[src/rtl/id_ex_stage.sv]
// ID/EX pipeline register for the 5-stage MIPS-subset core.
// Holds the decoded operands and control for the instruction in EX. Resolves
// EX/MEM and MEM/WB forwarding onto the ALU operands, and raises a load-use
// stall that also turns the next capture into a bubble.
module id_ex_stage #(
    parameter int DATA_W = 32,
    parameter int ADDR_W = 5
) (
    input  logic              clk_i,
    input  logic              rst_i,
    input  logic              stall_i,
    input  logic              flush_i,
    input  logic [DATA_W-1:0] rs_data_i,
    input  logic [DATA_W-1:0] rt_data_i,
    input  logic [DATA_W-1:0] imm_i,
    input  logic [ADDR_W-1:0] rs_addr_i,
    input  logic [ADDR_W-1:0] rt_addr_i,
    input  logic [ADDR_W-1:0] rd_addr_i,
    input  logic              alu_src_i,
    input  logic [2:0]        alu_ctrl_i,
    input  logic              reg_dst_i,
    input  logic              reg_write_i,
    input  logic              mem_read_i,
    input  logic              mem_write_i,
    input  logic              mem_to_reg_i,
    input  logic              exmem_reg_write_i,
    input  logic [ADDR_W-1:0] exmem_rd_i,
    input  logic [DATA_W-1:0] exmem_data_i,
    input  logic              memwb_reg_write_i,
    input  logic [ADDR_W-1:0] memwb_rd_i,
    input  logic [DATA_W-1:0] memwb_data_i,
    output logic [DATA_W-1:0] alu_data1_o,
    output logic [DATA_W-1:0] alu_data2_o,
    output logic [2:0]        alu_ctrl_o,
    output logic [DATA_W-1:0] store_data_o,
    output logic [ADDR_W-1:0] wr_addr_o,
    output logic              reg_write_o,
    output logic              mem_read_o,
    output logic              mem_write_o,
    output logic              mem_to_reg_o,
    output logic              hazard_stall_o
);

    // All registered EX-stage fields; an all-zero value is a bubble (no side effects).
    typedef struct packed {
        logic [DATA_W-1:0] rs_data;
        logic [DATA_W-1:0] rt_data;
        logic [DATA_W-1:0] imm;
        logic [ADDR_W-1:0] rs_addr;
        logic [ADDR_W-1:0] rt_addr;
        logic [ADDR_W-1:0] wr_addr;
        logic              alu_src;
        logic [2:0]        alu_ctrl;
        logic              reg_write;
        logic              mem_read;
        logic              mem_write;
        logic              mem_to_reg;
    } id_ex_t;

    id_ex_t stage_d;
    id_ex_t stage_q;

    logic              hazard_stall;
    logic [DATA_W-1:0] fwd_rs;
    logic [DATA_W-1:0] fwd_rt;

    // Load-use detection: a load in EX whose target is read by the instruction in ID.
    // rt is always compared, even when ID holds an I-type op that ignores it.
    always_comb begin
        hazard_stall = 1'b0;
        if (stage_q.mem_read && (stage_q.wr_addr != '0) &&
            ((stage_q.wr_addr == rs_addr_i) || (stage_q.wr_addr == rt_addr_i))) begin
            hazard_stall = 1'b1;
        end
    end

    // Next-state selection: freeze beats bubble beats normal capture.
    always_comb begin
        stage_d = stage_q;
        if (stall_i) begin
            stage_d = stage_q;
        end else if (flush_i || hazard_stall) begin
            stage_d = '0;
        end else begin
            stage_d.rs_data    = rs_data_i;
            stage_d.rt_data    = rt_data_i;
            stage_d.imm        = imm_i;
            stage_d.rs_addr    = rs_addr_i;
            stage_d.rt_addr    = rt_addr_i;
            stage_d.wr_addr    = reg_dst_i ? rd_addr_i : rt_addr_i;
            stage_d.alu_src    = alu_src_i;
            stage_d.alu_ctrl   = alu_ctrl_i;
            stage_d.reg_write  = reg_write_i;
            stage_d.mem_read   = mem_read_i;
            stage_d.mem_write  = mem_write_i;
            stage_d.mem_to_reg = mem_to_reg_i;
        end
    end

    // Pipeline register; reset discards any instruction in flight.
    always_ff @(posedge clk_i or negedge rst_i) begin
        if (!rst_i) begin
            stage_q <= '0;
        end else begin
            stage_q <= stage_d;
        end
    end

    // Operand forwarding: the younger EX/MEM result wins; $0 is never forwarded.
    always_comb begin
        fwd_rs = stage_q.rs_data;
        if (exmem_reg_write_i && (exmem_rd_i != '0) && (exmem_rd_i == stage_q.rs_addr)) begin
            fwd_rs = exmem_data_i;
        end else if (memwb_reg_write_i && (memwb_rd_i != '0) && (memwb_rd_i == stage_q.rs_addr)) begin
            fwd_rs = memwb_data_i;
        end

        fwd_rt = stage_q.rt_data;
        if (exmem_reg_write_i && (exmem_rd_i != '0) && (exmem_rd_i == stage_q.rt_addr)) begin
            fwd_rt = exmem_data_i;
        end else if (memwb_reg_write_i && (memwb_rd_i != '0) && (memwb_rd_i == stage_q.rt_addr)) begin
            fwd_rt = memwb_data_i;
        end
    end

    assign alu_data1_o    = fwd_rs;
    assign alu_data2_o    = stage_q.alu_src ? stage_q.imm : fwd_rt;
    assign store_data_o   = fwd_rt;
    assign alu_ctrl_o     = stage_q.alu_ctrl;
    assign wr_addr_o      = stage_q.wr_addr;
    assign reg_write_o    = stage_q.reg_write;
    assign mem_read_o     = stage_q.mem_read;
    assign mem_write_o    = stage_q.mem_write;
    assign mem_to_reg_o   = stage_q.mem_to_reg;
    assign hazard_stall_o = hazard_stall;

endmodule

[config.mk]
export PLATFORM = sky130hd
export DESIGN_NAME = id_ex_stage
export DESIGN_NICKNAME = d
export VERILOG_FILES = /design/src/rtl/id_ex_stage.sv
export SDC_FILE = /design/constraint.sdc
export NUM_CORES = 1
export LEC_CHECK = 0
export ABC_AREA = 0
export ABC_CLOCK_PERIOD_IN_PS = 3460
export CAP_MARGIN = 40
export CORE_MARGIN = 10
export CORE_UTILIZATION = 43
export DETAILED_ROUTE_END_ITERATION = 16
export MAX_ROUTING_LAYER = met4
export PLACE_DENSITY_LB_ADDON = 0.12
export SLEW_MARGIN = 20
export SYNTH_ARGS = -nofsm -noshare
export SYNTH_HDL_FRONTEND = slang
export SYNTH_SLANG_ARGS = --single-unit
[constraint.sdc]
create_clock -name clk_i -period 3.46 [get_ports clk_i]
set_clock_uncertainty 0.1 [all_clocks]
set_input_delay 0.692 -clock clk_i [delete_from_list [all_inputs] [get_ports clk_i]]
set_output_delay 0.692 -clock clk_i [all_outputs]
set_load 0.02 [all_outputs]
==> reports/results.ini <==
[worst_setup_path]
cp.arrival_ns=2.62
setup.worst_path.end_class=output pin
path_buf_inv=2
cp_slowest_cell=or4b_4
path_class=register to output pin
slowest_delay_ns=0.67
path_cells=xor2_2 > or4b_4 > clkbuf_16 > o21ai_4 > a31oi_4 > mux2_4 > buf_6
ff2ff_setup_slack_ns=1.41
path_delay_family=simple AND/OR/NAND/NOR gates
startpoint_type=register
cp.required_ns=2.67
crit_fanout=5

[synthesis]
synth_top_area_share_pct=42.51
synth.distinct_cells=34
syn_area_um2=7005
synthTopCellsByArea=dfrtp_1, a22o_1, a31oi_4
synth-seq-cells=119
yosysSeqAreaShare_pct=42.51
synth_top_area_cell=dfrtp_1
synth_cells=624
yosysWarnings=0
syn_nets=824
syn_avg_cell_area_um2=11.23

[sta]
fmax_ghz=0.2929
finalMaxSlewViolations=0
post-route-period-util_pct=98.67
fin_crit_ns=3.414
rsz0062_at_grt=true
worst_slew_pin_slew_ns=0.6177
fin_setup_tns_ns=0
hold_viol_final=0
maxSlewHeadroom_pct=58.82
setup_viol=0

[power]
p_seq_share_pct=34.2
pwr-share-clk_pct=33.2
cell_internal_pwr_mw=3.255
p_leak_nw=4.919
power_density_nw_per_um2=400.7
pwr-share-comb_pct=32.6
ir_drop_mv=0.3842
switching_share_pct=30.82
totalPowerFinal_mw=4.704
power_switching_mw=1.450

[floorplan]
die_y_um=147.6
num_io_pins=309
rows=46
die-area_um2=21800
die_w_um=147.6
initial_core_util_pct=43.94
core_region_area_um2=15940

[routing]
avgRoutedWirePerCell_um=24.24
postRouteAntennaNets=0
first_iter_violations=339
routed_wl_um=29060
via_per_inst=5.721
vias=6860
firstDrtPassIters=5
drc=0

[grt]
grt_max_degree=86
grt_use_total_pct=26.69
overflow=0
grt_pass1_wl_um=44080
antenna_found_initial=4
grt_pass1_vias=7607

[finish]
n_fill_cell=1125
final_common_cell=clkdlybuf4s50_1
final_cell_mix=clkdlybuf4s50_1, a22o_1, dfrtp_1
drive_above_1_share_pct=34.05
area_growth_pct=67.58
nets=1168

[clock_tree]
clock_latency_ns=0.42
cts-buffers-inserted=17
clk_pin_slew_worst_paths_ns=0.05
cts_tree=yes
cts.root.buffer_cell=clkbuf_16
cts_max_level=4
clock_path_buffers=2
cts.sinks=119

[place]
io_buffers=308
place_hpwl_um=20410
globalplace.congestion=0.8899

[status]
outcome=finished, final reports clean

[flow_run]
drv_cap=0

[hold_path]
hold_path_class=primary input to asynchronous set/reset pin

## cell families (layout without fill, tap and decap cells)
kind of cell,Yosys count,in the layout,synth area share [%]
xor+xnor,30,30,3.751
other cells,0,5,0
flops,119,119,42.51
buf+inv,70,424,5.358
compound gates,221,221,29.65
simple gates,115,115,8.216
mux,69,69,10.52
## power groups by stage
| stage | Combinational [mW] | Clock (mW) | Sequential (mW) |
|---|---|---|---|
| global placement | 1.43 | 0 | 1.61 |
| detailed placement | 1.46 | 0 | 1.61 |
| finish | 1.53 | 1.56 | 1.61 |
| CTS | 1.50 | 1.59 | 1.60 |
| floorplan | 0.689 | 0 | 1.58 |
| global route | 1.62 | 1.66 | 1.62 |
## per-stage QoR
stage	util (%)	setup slack, ns	hold slack [ns]	area [µm²]	cells
2_1_floorplan	-	0.2186	0.2964	7005	624
3_3_place_gp	66.87	-0.6953	0.3836	10660	1144
3_5_place_dp	66.87	-0.6818	0.3849	10660	1144
4_1_cts	72.56	-0.001922	0.1978	11570	1188
5_1_grt	73.62	-0.02959	0.2169	11740	1198
6_report	73.64	0.04587	0.1806	11740	1199
## final timing paths
kind,endpoint,depth (start not counted),from
worst max-delay path,alu_data2_o[16],7,stage_q[14]$_DFFE_PN0N_
worst min-delay path,stage_q[40]$_DFFE_PN0N_,1,rst_i
worst max register to register,stage_q[73]$_DFFE_PN0N_,7,wr_addr_o[2]$_DFFE_PN0N_
worst min register to register,stage_q[23]$_DFFE_PN0N_,1,stage_q[23]$_DFFE_PN0N_
max in group asynchronous,stage_q[7]$_DFFE_PN0N_,2,rst_i
min in group clk_i,stage_q[23]$_DFFE_PN0N_,1,stage_q[23]$_DFFE_PN0N_
## cell usage after synthesis
master,n
a21oi_1,32
and3_1,1
a31oi_4,30
buf_12,3
o211ai_2,1
o21ai_1,32
or2_1,1
o21ai_0,1
mux2_2,37
mux2i_1,32
buf_1,6
or4_4,2
a31oi_1,2
o211a_1,1
nor2_1,34
clkbuf_1,31
or4b_4,1
xnor2_1,23
nor4b_2,1
a311oi_1,1
o22ai_1,1
a22o_1,119
buf_2,21
xor2_1,7
nand4_1,2
or4_1,1
nand2_1,3
dfrtp_1,119
o211ai_4,1
buf_6,1
nand3_1,35
nor3_1,33
buf_4,8
nor4_2,1
## metal layers
layer,wire length [µm],GRT usage (%)
met5,0,-
met4,866,9.812
met3,2421,8.608
met2,14510,44.32
met1,11260,29.51
## final cells by class
type | instances | area (µm²) | area share (%)
antenna | 5 | 12.51 | 0.1066
clock buffer | 24 | 481.7 | 4.103
clock inverter | 5 | 25.02 | 0.2132
multi-input combinational | 435 | 4076 | 34.72
sequential | 119 | 2980 | 25.39
tap | 216 | 270.3 | 2.302
timing repair buffer | 395 | 3894 | 33.17
## sequential cells by signal (all words and copies together) (netlist names)
| name | count |
|---|---|
| stage_q | 107 |
| wr_addr_o | 5 |
| alu_ctrl_o | 3 |
| mem_read_o | 1 |
| mem_to_reg_o | 1 |
| mem_write_o | 1 |
| reg_write_o | 1 |
## repair_timing
item / 4_1_cts / 5_1_grt
gates resized for setup: 494 / 28
pin swaps: 19 / 8
hold buffers: 0 / 0
setup endpoints to repair: 96 / 81
setup buffers: 12 / 3
gates cloned: 5 / 2
Note: power is estimated with default switching activity, not from simulation.
